--- config.mk ---
export PLATFORM = sky130hd
export DESIGN_NAME = bcd6_display_scan
export DESIGN_NICKNAME = d
export VERILOG_FILES = /design/src/rtl/bcd6_display_scan.sv
export SDC_FILE = /design/constraint.sdc
export NUM_CORES = 1
export LEC_CHECK = 0
export ABC_AREA = 1
export BUFFER_PORTS_ARGS = -buffer_cell sky130_fd_sc_hd__buf_2
export CORE_MARGIN = 2
export CORE_UTILIZATION = 35
export DETAILED_ROUTE_END_ITERATION = 10
export PLACE_DENSITY = 0.63
export SKIP_CTS_REPAIR_TIMING = 1
export SLEW_MARGIN = 20
export SYNTH_ARGS = -nofsm -noshare
export SYNTH_HDL_FRONTEND = slang
export SYNTH_SLANG_ARGS = --single-unit
--- constraint.sdc ---
create_clock -name CLK -period 2 [get_ports CLK]
set_input_delay 0.5 -clock CLK [delete_from_list [all_inputs] [get_ports CLK]]
set_output_delay 0.5 -clock CLK [all_outputs]
set_load 0.05 [all_outputs]
--- src/rtl/bcd6_display_scan.sv ---
// -----------------------------------------------------------------------------
// bcd6_display_scan
//   Output stage of the 6-digit BCD frequency counter. LOAD captures the
//   24-bit BCD count into a hold register. The counter can then be cleared and
//   re-gated while the display keeps the captured value. The held value is
//   time-multiplexed onto one shared 7-segment bus. A one-hot, active-low
//   digit select drives the bus, and leading zeros can optionally be blanked.
//
// Parameters
//   SCAN_DIV  clock cycles each digit stays selected (>= 2)
//   BLANK_LZ  1 = blank leading zeros, 0 = show all six digits
//
// Ports
//   CLK      in   system clock, rising edge
//   RST_N    in   asynchronous active-low reset
//   LOAD     in   capture strobe, level-sampled every clock
//   D        in   24-bit BCD count, D[3:0] = units digit
//   SEG      out  {g,f,e,d,c,b,a}, active-high, registered
//   DIG_SEL  out  one-hot active-low digit enable, bit0 = units, registered
//   VALID    out  high once any LOAD has been captured since reset
// -----------------------------------------------------------------------------
module bcd6_display_scan #(
  parameter int unsigned SCAN_DIV = 1000,
  parameter bit          BLANK_LZ = 1'b1
) (
  input  logic        CLK,
  input  logic        RST_N,
  input  logic        LOAD,
  input  logic [23:0] D,
  output logic [6:0]  SEG,
  output logic [5:0]  DIG_SEL,
  output logic        VALID
);

  localparam int unsigned PW = $clog2(SCAN_DIV);
  localparam logic [PW-1:0] PRE_LAST = PW'(SCAN_DIV - 1);

  logic [23:0]   hold_q, hold_d;
  logic          valid_q, valid_d;
  logic [PW-1:0] pre_q, pre_d;
  logic [2:0]    idx_q, idx_d;
  logic [6:0]    seg_q, seg_d;
  logic [5:0]    sel_q, sel_d;

  logic [5:0]    blank;
  logic [3:0]    cur_nib;
  logic          cur_blank;

  // Seven-segment pattern for one BCD nibble. Codes A-F show 'E'.
  function automatic logic [6:0] enc_digit(input logic [3:0] nib);
    logic [6:0] s;
    case (nib)
      4'd0:    s = 7'h3F;
      4'd1:    s = 7'h06;
      4'd2:    s = 7'h5B;
      4'd3:    s = 7'h4F;
      4'd4:    s = 7'h66;
      4'd5:    s = 7'h6D;
      4'd6:    s = 7'h7D;
      4'd7:    s = 7'h07;
      4'd8:    s = 7'h7F;
      4'd9:    s = 7'h6F;
      default: s = 7'h79;
    endcase
    return s;
  endfunction

  // Hold register and VALID flag.
  always_comb begin
    hold_d  = hold_q;
    valid_d = valid_q;
    if (LOAD) begin
      hold_d  = D;
      valid_d = 1'b1;
    end
  end

  // Prescaler and digit index. The index advances on the prescaler's last count.
  always_comb begin
    pre_d = pre_q + PW'(1);
    idx_d = idx_q;
    if (pre_q == PRE_LAST) begin
      pre_d = '0;
      idx_d = (idx_q == 3'd5) ? 3'd0 : idx_q + 3'd1;
    end
  end

  // blank[k]: every nibble from k up to the most significant digit is zero.
  // Any nonzero code, including A-F, stops the blanking run.
  // Digit 0 is never blanked.
  always_comb begin
    logic upper_zero;
    upper_zero = 1'b1;
    blank      = '0;
    for (int unsigned k = 5; k >= 1; k--) begin
      upper_zero = upper_zero & (hold_q[4*k +: 4] == 4'd0);
      blank[k]   = upper_zero;
    end
  end

  // Select the nibble and blank flag for the digit being displayed now.
  always_comb begin
    cur_nib   = '0;
    cur_blank = 1'b0;
    case (idx_q)
      3'd0: begin cur_nib = hold_q[3:0];   cur_blank = blank[0]; end
      3'd1: begin cur_nib = hold_q[7:4];   cur_blank = blank[1]; end
      3'd2: begin cur_nib = hold_q[11:8];  cur_blank = blank[2]; end
      3'd3: begin cur_nib = hold_q[15:12]; cur_blank = blank[3]; end
      3'd4: begin cur_nib = hold_q[19:16]; cur_blank = blank[4]; end
      3'd5: begin cur_nib = hold_q[23:20]; cur_blank = blank[5]; end
      default: begin cur_nib = '0; cur_blank = 1'b0; end
    endcase
  end

  // The outputs are built from the pre-edge index and hold value.
  // This gives a one-cycle latency.
  always_comb begin
    seg_d = (BLANK_LZ && cur_blank) ? 7'h00 : enc_digit(cur_nib);
    sel_d = ~(6'b000001 << idx_q);
  end

  always_ff @(posedge CLK or negedge RST_N) begin
    if (!RST_N) begin
      hold_q  <= '0;
      valid_q <= 1'b0;
      pre_q   <= '0;
      idx_q   <= '0;
      seg_q   <= '0;
      sel_q   <= '1;
    end else begin
      hold_q  <= hold_d;
      valid_q <= valid_d;
      pre_q   <= pre_d;
      idx_q   <= idx_d;
      seg_q   <= seg_d;
      sel_q   <= sel_d;
    end
  end

  assign SEG     = seg_q;
  assign DIG_SEL = sel_q;
  assign VALID   = valid_q;

endmodule

Word level (Yosys, flattened, before mapping)
Memory sizes are Yosys's and may differ from the RTL's. Cells that the tools add are included.

Flip-flop bits (word level): 51. Memory bits (read-only): 112. Input port bits: 27. Output and inout bits: 14. Memories kept: 1.

Add/subtract/negate cells: 2. Equal/unequal tests: 6. Shifts and indexed selects: 1. Multiplexer cells: 5. Bitwise operators: 5. Reductions and logical operators: 6.

Memory list: (name not given) (depth 16, width 7, read ports 1, clocked after memory_dff 0, wr ports 0, line 52) `case (nib)`.

Operators by type and width (count): $pmux 4 s6 (1); $logic_not 4->1 (5); $add 10x1->10 const B (1); $eq 10x10->1 const B (1); $mux 10 (1); $mux 7 (1); $eq 3x2->1 const B (2); $eq 3x3->1 const B (2); $not 6->6 (1); $shl 1x3->6 const A (1); $pmux 1 s5 (1); $and 1x1->1 (4); $add 3x1->3 const B (1); $eq 3x1->1 const B (1); $logic_not 3->1 (1); $mux 3 (1).

Logic depth before layout (Yosys ltp)
Depth after elaboration: 7. Depth in mapped cells: 16. Gate-level depth less buffers: 15.

Worst setup path after synthesis
Ideal clock, no wire load.

Path type: reg2reg. Start: register idx_q[1]. End: register seg_q[6], in the netlist SEG[6]. Library setup time: 71 ps. Arrival: 1802 ps. Slack: 126 ps. Cell stages (with the launch flop): 16. Cells stage by stage: dfrtp_1 -> buf_6 -> nand2_1 -> inv_1 -> ha_1 -> nand2_1 -> o21ai_1 -> nor2_1 -> nand2_2 -> nand2_2 -> inv_1 -> ha_1 -> nand3b_2 -> nand2_1 -> nor2_1 -> nor2_1.

Cells in the longest elaborated chain, start to end: 4. Elaborated cells on any way between the ends: 10.

Ends and longest elaborated chain: from (decl) (line 41) `logic [2:0] idx_q, idx_d;`; from (signal assigned) (line 135) `idx_q <= idx_d;`; $eq 3x3->1 (tied with other cells) (line 105) `case (idx_q)`; $pmux 4 s6 (line 105); $mem_v2 16x7; $mux 7 * (line 119) `seg_d = (BLANK_LZ && cur_blank) ? 7'h00 : enc_digit(cur_nib);`; named net seg_d[6] (line 42) `logic [6:0] seg_q, seg_d;`; to (signal assigned) (line 136) `seg_q <= seg_d;`; to (decl) (line 42).

The timed path passes the listed nets; every way through them passes the cells marked *. A chain may end at the register's enable or synchronous reset.

Final worst setup path
Start: register idx_q[2]. End: register seg_q[3], in the netlist SEG[3].

Same word-level chain as after synthesis.

==> impl_metrics.env <==
export IMPL_start_util=0.3617
export IMPL_top_layer_used="met4"
export IMPL_clockRootBuffer="clkbuf_8"
export IMPL_final_layout_size_suffix_gt1_frac=0.2459
export IMPL_status="complete, no violations"
export IMPL_cts_htree_levels=2
export IMPL_whs_ns=0.1546
export IMPL_final_common_cell="nand2_1"
export IMPL_total_leakage_power_nw=1.635
export IMPL_grt_pass1_vias=2024
export IMPL_die_area_mm2=0.008246
export IMPL_nets=405
export IMPL_critPathRequiredTime_ns=2.19
export IMPL_design_area_mm2=0.003102
export IMPL_met1Wirelength_um=2436
export IMPL_drv_slew=0
export IMPL_syn_avg_cell_area_um2=8.191
export IMPL_yosysWarnings=0
export IMPL_critPathMaxFanout=12
export IMPL_synth_area_leaders="dfrtp_1, nand2_1, inv_1"
export IMPL_wl_per_cell_um=10.77
export IMPL_setup_ws_ns=0.1908
export IMPL_grt_ovfl_total=0
export IMPL_min_path_type="in2async"
export IMPL_syn_instance_count=322
export IMPL_drc_errors=0
export IMPL_r2r_start="idx_q[2]$_DFFE_PN0N_"
export IMPL_coreArea_mm2=0.007292
export IMPL_die_y_um=90.81
export IMPL_die_w_um=90.81
export IMPL_fin_crit_ns=1.809
export IMPL_antenna_found_initial=0
export IMPL_synthToLayoutAreaGrowth_pct=17.60
export IMPL_reg2reg_slack_ns=0.19
export IMPL_synth_top_area_frac=0.4269
export IMPL_grt_max_degree=42
export IMPL_ir_worst_vdd_mv=0.3729
export IMPL_path_class="reg2reg"
export IMPL_rr_endpoint="SEG[3]$_DFF_PN0_"
export IMPL_row_count=31
export IMPL_synth_largest_area_cell="dfrtp_1"
export IMPL_finalSetupViolations=0
export IMPL_place_port_buffers=40
export IMPL_gp_congestion=0.8374
export IMPL_pre_cts_ws_ns=0.1208
export IMPL_postLayoutCoreUtil=0.4254
export IMPL_ios=41
export IMPL_wl_met3_um=157
export IMPL_end_kind="flop"
export IMPL_routed_via_count=2080
export IMPL_clk_pin_slew_ns=0.08
export IMPL_crit_arrival_ns=2.00
export IMPL_dr_wl_met2_um=2434
export IMPL_ys_ff_latch=51
export IMPL_cts_buffer_depth=2
export IMPL_grtUsageTotal=0.1312
export IMPL_synth_nets=357
export IMPL_syn_cell_area_mm2=0.002638
export IMPL_placed_area_mm2=0.002967
export IMPL_drv_cap=0
export IMPL_drt_pass1_iterations=4
export IMPL_cts_num_sinks=51
export IMPL_grt_first_pass_wirelength_um=8887
export IMPL_power_density_mw_per_mm2=640.0
export IMPL_critPathLaunchType="flop"
export IMPL_finClkSkew_ns=0.01253
export IMPL_final_cell_mix="nand2_1, inv_1, dfrtp_1"
export IMPL_antenna_cells=0
export IMPL_cts_buffers=5
export IMPL_vias_per_cell=4.435
export IMPL_drtIter0Drc=43
export IMPL_cts_tree="yes"
export IMPL_dpl_hpwl_um=3960
export IMPL_seq_area_frac_synth=0.4867
export IMPL_reg2reg_depth=12
export IMPL_drtAntennaViolNets=0
export IMPL_synth_cell_types=31
export IMPL_clk_latency_ns=0.30
export IMPL_fmax_mhz=552.7
export IMPL_period_share=0.9046
export IMPL_slew_headroom=0.6284
export IMPL_totalWireLength_um=5052
export IMPL_worst_slew_pin_slew_ns=0.5575
export IMPL_hold_viol=0
## kinds of logic after synthesis
| logic type | share of synthesized area |
|---|---|
| DFF | 0.4867 |
| AOI/OAI and AO/OA | 0.07068 |
| and+or+nand+nor | 0.2946 |
| xor gates and xnor gates | 0.006643 |
| buffers and inverters | 0.1034 |
| adders and majority gates | 0.03795 |
## per-stage QoR
| stage | TNS [ns] | total power [mW] | std cells |
|---|---|---|---|
| after floorplan | 0 | 1.352 | 322 |
| after global placement | 0 | 1.458 | 459 |
| after detailed placement | 0 | 1.464 | 459 |
| after CTS | 0 | 2.018 | 466 |
| after global routing | -0.004207 | 2.104 | 469 |
| final | 0 | 1.985 | 469 |
## report_power, final
part / switching, mW / leakage, nW / total, mW / internal [mW]
Combinational: 0.218 / 0.992 / 0.317 / 0.0991
Clock: 0.306 / 0.0383 / 0.548 / 0.242
Sequential: 0.0272 / 0.605 / 1.12 / 1.09
Total: 0.551 / 1.64 / 1.99 / 1.43
## worst max-delay path by stage
| stage | startpoint | to | slack, ns |
|---|---|---|---|
| after floorplan | idx_q[1]$_DFFE_PN0N_ | SEG[6]$_DFF_PN0_ | 0.13 |
| after global placement | idx_q[1]$_DFFE_PN0N_ | SEG[6]$_DFF_PN0_ | 0.16 |
| after detailed placement | idx_q[1]$_DFFE_PN0N_ | SEG[6]$_DFF_PN0_ | 0.12 |
| after CTS | idx_q[1]$_DFFE_PN0N_ | SEG[6]$_DFF_PN0_ | 0.1 |
| after global routing | idx_q[1]$_DFFE_PN0N_ | SEG[6]$_DFF_PN0_ | -0.004 |
| final | idx_q[2]$_DFFE_PN0N_ | SEG[3]$_DFF_PN0_ | 0.19 |
## cell type report
class,count,area [µm²]
Inverter,56,212.7
Fill cell,777,4190
Timing Repair Buffer,50,299.0
Multi-Input combinational cell,206,1106
Clock buffer,7,76.32
Sequential cell,51,1284
Tap cell,99,123.9
## Yosys cell counts (all sizes together)
library cell  count
nand2            93
inv              56
dfrtp            45
o21ai            29
nor2             27
nand3            26
ha                8
a21oi             6
dfstp             6
clkbuf            5
buf               4
nand4             4
nor3              4
nand3b            3
or2               3
xor2              2
o31ai             1
## flip-flops by register name, summed over array words and instances, names as in the netlist
name,flops
hold_q,24
pre_q,10
DIG_SEL,6
idx_q,3
SEG,7
VALID,1
## critical path: stages, from the launching register on
cell,delay (ns)
dfrtp_1,0.41
buf_6,0.17
nor2_4,0.15
nand2_2,0.07
o21ai_1,0.13
nor2_1,0.08
nand2_2,0.09
nand2_4,0.07
ha_1,0.29
nand3_1,0.08
nand3_1,0.07
nand2_1,0.06
inv_1,0.04
## layer usage
| metal | vias up | global-route usage |
|---|---|---|
| li1 | 1097 | - |
| met1 | 952 | 0.1764 |
| met5 | - | 0 |
| met3 | 2 | 0.02588 |
| met4 | 0 | 0.03030 |
| met2 | 29 | 0.2189 |
Note: power is estimated with default switching activity, not from simulation.
